$ cat config.mk
export PLATFORM = sky130hd
export DESIGN_NAME = uart_rx_flat
export DESIGN_NICKNAME = d
export VERILOG_FILES = /design/src/rtl/uart_rx_if.sv /design/src/rtl/uart_rx.sv /design/src/flat_wrapper.sv
export SDC_FILE = /design/constraint.sdc
export NUM_CORES = 1
export LEC_CHECK = 0
export BUFFER_PORTS_ARGS = -buffer_cell sky130_fd_sc_hd__buf_2
export CAP_MARGIN = 0
export CELL_PAD_IN_SITES_DETAIL_PLACEMENT = 0
export CELL_PAD_IN_SITES_GLOBAL_PLACEMENT = 1
export CORE_AREA = 2 2 69 58
export CTS_BUF_LIST = sky130_fd_sc_hd__clkbuf_2
export CTS_CLUSTER_DIAMETER = 50
export DETAILED_ROUTE_END_ITERATION = 10
export DIE_AREA = 0 0 71 60
export PLACE_DENSITY = 0.77
export SLEW_MARGIN = 20
export SYNTH_ARGS = -nofsm -noshare
export SYNTH_HDL_FRONTEND = slang
export SYNTH_SLANG_ARGS = --single-unit
$ cat constraint.sdc
create_clock -name clk -period 2.75 [get_ports clk]
set_clock_uncertainty 0.2 [all_clocks]
set_input_delay 0.1375 -clock clk [delete_from_list [all_inputs] [get_ports clk]]
set_output_delay 0.1375 -clock clk [all_outputs]
set_load 0.05 [all_outputs]
$ cat src/rtl/uart_rx_if.sv
// Byte-side and line-side signals of the UART receiver, bundled so the
// receiver and whoever drives/consumes it share one connection.
interface uart_rx_if;
   logic       tick;
   logic       rx;
   logic [7:0] dout;
   logic       rx_done_tick;
   logic       frame_err;
   logic       busy;

   // Driver side: supplies the oversampling tick and the serial line,
   // observes the received byte and status.
   modport master (
      output tick,
      output rx,
      input  dout,
      input  rx_done_tick,
      input  frame_err,
      input  busy
   );

   // Receiver side.
   modport slave (
      input  tick,
      input  rx,
      output dout,
      output rx_done_tick,
      output frame_err,
      output busy
   );
endinterface

$ cat src/rtl/uart_rx.sv
// UART receiver: 16x oversampled, 1 start bit, DBIT data bits LSB first,
// no parity, SB_TICK-tick stop period. Emits a byte, a one-clock done
// strobe and a framing-error flag for each completed frame.
module uart_rx #(
   parameter int unsigned DBIT    = 8,
   parameter int unsigned SB_TICK = 16
) (
   input logic      clk,
   input logic      rst_n,
   uart_rx_if.slave bus
);

   localparam logic [1:0] ST_IDLE  = 2'd0;
   localparam logic [1:0] ST_START = 2'd1;
   localparam logic [1:0] ST_DATA  = 2'd2;
   localparam logic [1:0] ST_STOP  = 2'd3;

   // Tick counts at which each phase ends.
   localparam logic [4:0] S_MID      = 5'd7;
   localparam logic [4:0] S_BIT_LAST = 5'd15;
   localparam logic [4:0] S_STOP_END = 5'(SB_TICK - 1);
   localparam logic [2:0] N_LAST     = 3'(DBIT - 1);

   logic            rx_meta_q;
   logic            rx_s_q;

   logic [1:0]      state_q, state_d;
   logic [4:0]      s_q, s_d;
   logic [2:0]      n_q, n_d;
   logic [DBIT-1:0] shift_q, shift_d;
   logic [7:0]      dout_q, dout_d;
   logic            done_q, done_d;
   logic            ferr_q, ferr_d;
   logic            busy_q, busy_d;

   // Two-flop synchroniser on the asynchronous line; idles high so reset
   // never looks like a start edge.
   always_ff @(posedge clk) begin
      if (!rst_n) begin
         rx_meta_q <= 1'b1;
         rx_s_q    <= 1'b1;
      end else begin
         rx_meta_q <= bus.rx;
         rx_s_q    <= rx_meta_q;
      end
   end

   // Frame sequencer: find the start edge, confirm it at mid-bit, sample
   // each data bit at its centre, then check the stop level at the end of
   // the stop period and publish the byte.
   always_comb begin
      state_d = state_q;
      s_d     = s_q;
      n_d     = n_q;
      shift_d = shift_q;
      dout_d  = dout_q;
      ferr_d  = ferr_q;
      done_d  = 1'b0;

      case (state_q)
         ST_IDLE: begin
            if (!rx_s_q) begin
               state_d = ST_START;
               s_d     = '0;
            end
         end

         ST_START: begin
            if (bus.tick) begin
               if (s_q == S_MID) begin
                  if (!rx_s_q) begin
                     state_d = ST_DATA;
                     s_d     = '0;
                     n_d     = '0;
                  end else begin
                     state_d = ST_IDLE;
                  end
               end else begin
                  s_d = s_q + 5'd1;
               end
            end
         end

         ST_DATA: begin
            if (bus.tick) begin
               if (s_q == S_BIT_LAST) begin
                  s_d     = '0;
                  shift_d = {rx_s_q, shift_q[DBIT-1:1]};
                  if (n_q == N_LAST) begin
                     state_d = ST_STOP;
                  end else begin
                     n_d = n_q + 3'd1;
                  end
               end else begin
                  s_d = s_q + 5'd1;
               end
            end
         end

         ST_STOP: begin
            if (bus.tick) begin
               if (s_q == S_STOP_END) begin
                  state_d = ST_IDLE;
                  dout_d  = 8'(shift_q);
                  ferr_d  = ~rx_s_q;
                  done_d  = 1'b1;
               end else begin
                  s_d = s_q + 5'd1;
               end
            end
         end

         default: begin
            state_d = ST_IDLE;
         end
      endcase

      busy_d = (state_d != ST_IDLE);
   end

   // State, counters and output registers; a reset drops any partial frame.
   always_ff @(posedge clk) begin
      if (!rst_n) begin
         state_q <= ST_IDLE;
         s_q     <= '0;
         n_q     <= '0;
         shift_q <= '0;
         dout_q  <= '0;
         done_q  <= 1'b0;
         ferr_q  <= 1'b0;
         busy_q  <= 1'b0;
      end else begin
         state_q <= state_d;
         s_q     <= s_d;
         n_q     <= n_d;
         shift_q <= shift_d;
         dout_q  <= dout_d;
         done_q  <= done_d;
         ferr_q  <= ferr_d;
         busy_q  <= busy_d;
      end
   end

   assign bus.dout         = dout_q;
   assign bus.rx_done_tick = done_q;
   assign bus.frame_err    = ferr_q;
   assign bus.busy         = busy_q;

endmodule

$ cat src/flat_wrapper.sv
// flat-port wrapper written by rule: the top's interface ports become plain ports
module uart_rx_flat 
#(
   parameter int unsigned DBIT    = 8,
   parameter int unsigned SB_TICK = 16
)
  (clk, rst_n, bus_tick, bus_rx, bus_dout, bus_rx_done_tick, bus_frame_err, bus_busy);
  uart_rx_if bus_i ();
  input logic clk;
  input logic rst_n;
  input wire logic [$bits(bus_i.tick)-1:0] bus_tick;
  input wire logic [$bits(bus_i.rx)-1:0] bus_rx;
  output wire logic [$bits(bus_i.dout)-1:0] bus_dout;
  output wire logic [$bits(bus_i.rx_done_tick)-1:0] bus_rx_done_tick;
  output wire logic [$bits(bus_i.frame_err)-1:0] bus_frame_err;
  output wire logic [$bits(bus_i.busy)-1:0] bus_busy;
  assign bus_i.tick = bus_tick;
  assign bus_i.rx = bus_rx;
  assign bus_dout = bus_i.dout;
  assign bus_rx_done_tick = bus_i.rx_done_tick;
  assign bus_frame_err = bus_i.frame_err;
  assign bus_busy = bus_i.busy;
  uart_rx #(.DBIT(DBIT), .SB_TICK(SB_TICK)) u_core (.clk(clk), .rst_n(rst_n), .bus(bus_i));
endmodule
==> results.json <==
{
  "synth_seq_cells": 31,
  "cts_htree_levels": 2,
  "clock_power_share_pct": 37.7,
  "cpPeakStageDelay_ns": 0.40,
  "maximum_clock_insertion_buffer_count": 2,
  "finalNonFillerCells": 228,
  "yosys.cell_types.count": 39,
  "critical_path_class": "reg2reg",
  "cellInternalPower_uw": 617,
  "cap_viol_max_count": 0,
  "floorplan.die_area_sq_um": 4260,
  "run_status": "finished, final reports clean",
  "grt_pass1_vias": 1009,
  "worstReg2RegEnd": "u_core.bus.busy$_SDFF_PN0_",
  "power_leakage_nw": 0.631,
  "worst_pin_slew_ns": 0.612,
  "first_pass_iters": 4,
  "power.density_cell_area_nw_per_um2": 493,
  "place.detailed.instances": 216,
  "grt_first_pass_wirelength_mm": 4.67,
  "synth_warnings": 0,
  "power_share_of_the_sequential_group_pct": 57.6,
  "rows": 20,
  "critical_path.startpoint_type": "register",
  "setup.reg_to_reg.worst_slack_ns": 0.53,
  "switching_share_pct": 22.4,
  "arrival_time_reported_for_the_critical_path_endpoint_ns": 2.28,
  "crit_cells": 7,
  "postRouteWirelength_mm": 2.77,
  "fp.dieW_microns": 71,
  "cp.buffers_inverters": 0,
  "worstPathRequired_ns": 2.81,
  "start_util_pct": 39.5,
  "path_common_cell": "ha_1",
  "worst_skew_pair_latency_ns": 0.36,
  "share_comb_of_total_power_pct": 4.7,
  "io_pins": 15,
  "path_cells": "ha_1 -> and3_1 -> ha_1 -> a21bo_2 -> a22oi_1 -> o221a_2 -> or2_1",
  "tritoncts_num_sinks": 31,
  "post-dp-hpwl_mm": 1.97,
  "post_route_setup_tns_ns": 0,
  "post_drt_via_cell_ratio": 5.22,
  "critical_path.endpoint": "u_core.bus.busy$_SDFF_PN0_",
  "synth_area_sq_um": 1430,
  "cp_top_family": "adder cells",
  "net-switching-power_uw": 178,
  "fillerInstances": 369,
  "layout_worst_path_cycle_share_pct": 80.6,
  "gp_congestion": 0.833,
  "critical_path.max_fanout": 9,
  "insertedDiodeCount": 0,
  "worst_path_max_delay_cell": "dfxtp_1",
  "overall_routing_resource_usage_pct": 14.6,
  "proportion_of_synthesized_flip_flops_having_asynchronous_set_or_reset_pct": 0,
  "avgRoutedWirePerCell_microns": 12.2,
  "synth_enable_flop_cells": 0,
  "kind_of_path_behind_the_tightest_hold_check": "reg2reg",
  "drt_first_iter_violations": 99,
  "part_of_the_yosys_area_used_for_sequential_elements_pct": 43.3,
  "drc": 0,
  "final_nets": 193,
  "grt_setup_unrepaired": "false",
  "reg2reg_depth": 7,
  "timing.max_slew.rel_slack_pct": 59.2,
  "hold_viol_final": 0,
  "routed-via-count": 1190,
  "period_needed_ns": 2.22,
  "timing.critical_path.from": "u_core.s_q[0]$_SDFFE_PN0P_",
  "areaGrowthSynthToFinish_pct": 12.6,
  "largest_net_degree_at_the_start_of_global_routing": 21,
  "timing_max_transition_violations_final": 0,
  "detail-route-antenna-nets": 0,
  "fmax_ghz": 0.451,
  "r2r_start": "u_core.s_q[0]$_SDFFE_PN0P_",
  "setup_viol": 0,
  "antenna_found_initial": 0,
  "grt.overflow.total": 0,
  "yosys_most_used_dff": "dfxtp_1",
  "clk_pin_slew_ns": 0.15,
  "fp.coreArea_sq_um": 3630,
  "synth_area_per_cell_sq_um": 8.64,
  "root_buffer": "clkbuf_2",
  "floorplan.die.height_microns": 60,
  "drive_gt1_share_pct": 20.1,
  "synthesized_instance_count": 166,
  "cts_made_buffers": 5,
  "finalHoldWorstSlack_ns": 0.223,
  "tritoncts": "built",
  "synthesis.nets": 176,
  "portBuffers": 14,
  "worst_setup_path_end_kind": "register",
  "vdd_ir_drop_max_mv": 0.331
}
==> area by class of cell <==
| cell class | instances | area [sq um] | share of cell area (%) |
|---|---|---|---|
| well taps | 44 | 55.1 | 3.41 |
| flip-flops and latches | 31 | 621 | 38.4 |
| multi-input cells | 120 | 734 | 45.5 |
| inverters | 6 | 22.5 | 1.40 |
| repair buffers | 19 | 118 | 7.29 |
| clock inverters | 3 | 38.8 | 2.40 |
| clock buffers | 5 | 25.0 | 1.55 |
==> per-stage QoR <==
step,util (%),instance area (sq um),power (mW),worst slack (ns)
after floorplan,-,1430,0.493,0.768
after global placement,41.6,1510,0.500,0.629
after detailed placement,41.6,1510,0.501,0.559
after CTS,44.5,1610,0.808,0.544
after global routing,44.5,1610,0.832,0.381
final,44.5,1610,0.796,0.535
==> flip-flops by register name, indices dropped and copies added, names as in the netlist, 2 cells and up <==
signal           flops
u_core.bus.dout      8
u_core.s_q           5
u_core.n_q           3
u_core.state_q       2
u_core.shift_q       8
==> worst min path at each step <==
| stage | end | slack (ns) | startpoint | depth (start not counted) |
|---|---|---|---|---|
| 3_5_place_dp | u_core.rx_meta_q$_SDFF_PN1_ | 0.12 | bus_rx | 2 |
| 3_3_place_gp | u_core.rx_meta_q$_SDFF_PN1_ | 0.12 | bus_rx | 2 |
| 5_1_grt | u_core.rx_s_q$_SDFF_PN1_ | 0.26 | u_core.rx_meta_q$_SDFF_PN1_ | 1 |
| 6_report | u_core.rx_s_q$_SDFF_PN1_ | 0.22 | u_core.rx_meta_q$_SDFF_PN1_ | 1 |
| 2_1_floorplan | u_core.rx_s_q$_SDFF_PN1_ | 0.01 | rst_n | 1 |
| 4_1_cts | u_core.rx_s_q$_SDFF_PN1_ | 0.23 | u_core.rx_meta_q$_SDFF_PN1_ | 1 |
==> synth_stat cells (3+ instances only) <==
master,count,area [sq um]
a21oi_1,21,105
a31o_2,3,26.3
buf_2,3,15.0
clkbuf_1,3,11.3
dfxtp_1,31,621
ha_1,6,75.1
inv_1,5,18.8
mux2i_1,4,40.0
nand2_1,41,154
nand2b_1,4,25.0
nand3_1,7,35.0
nor2_1,3,11.3
==> routing by layer <==
layer	share of wire [%]	GRT usage, %	routed length [microns]	vias up
met2	42	20.8	1170	35
met3	7.1	6.58	197	4
met1	50	19.4	1380	544
met5	0	0	0	-
li1	-	-	-	607
met4	0.87	5.66	24	0
==> layout by cell type (no fill, tap or decap), types with 4 or more instances in the layout <==
| cell | count |
|---|---|
| inv_1 | 5 |
| nand3_1 | 7 |
| nand2b_1 | 4 |
| dfxtp_1 | 31 |
| clkbuf_2 | 5 |
| ha_1 | 6 |
| nand2_1 | 41 |
| mux2i_1 | 4 |
| dlygate4sd3_1 | 4 |
| a21oi_1 | 21 |
| buf_2 | 14 |
==> power groups by stage <==
stage               registers, mW  clock network (mW)  logic, mW
floorplan                   0.468                   0     0.0257
global placement            0.468                   0     0.0321
detailed placement          0.468                   0     0.0330
CTS                         0.458               0.313     0.0373
global route                0.459               0.332     0.0413
finish                      0.458               0.300     0.0371
==> timing repair <==
action / 4_1_cts / 5_1_grt
endpoints found under the hold margin: 7 / 0
setup buffers: 0 / 0
hold buffers: 4 / 0
gates resized for setup: 0 / 0
==> kinds of logic (layout without fill, tap and decap cells) <==
logic type / after synthesis / in the layout / synth area share (%)
DFF: 31 / 31 / 43.3
muxes: 4 / 4 / 2.79
buffers and inverters: 15 / 33 / 5.50
AOI/OAI and AO/OA: 38 / 38 / 18.7
and+or+nand+nor: 72 / 72 / 24.5
adders and majority gates: 6 / 6 / 5.24
Power figures use the tool's default switching activity.
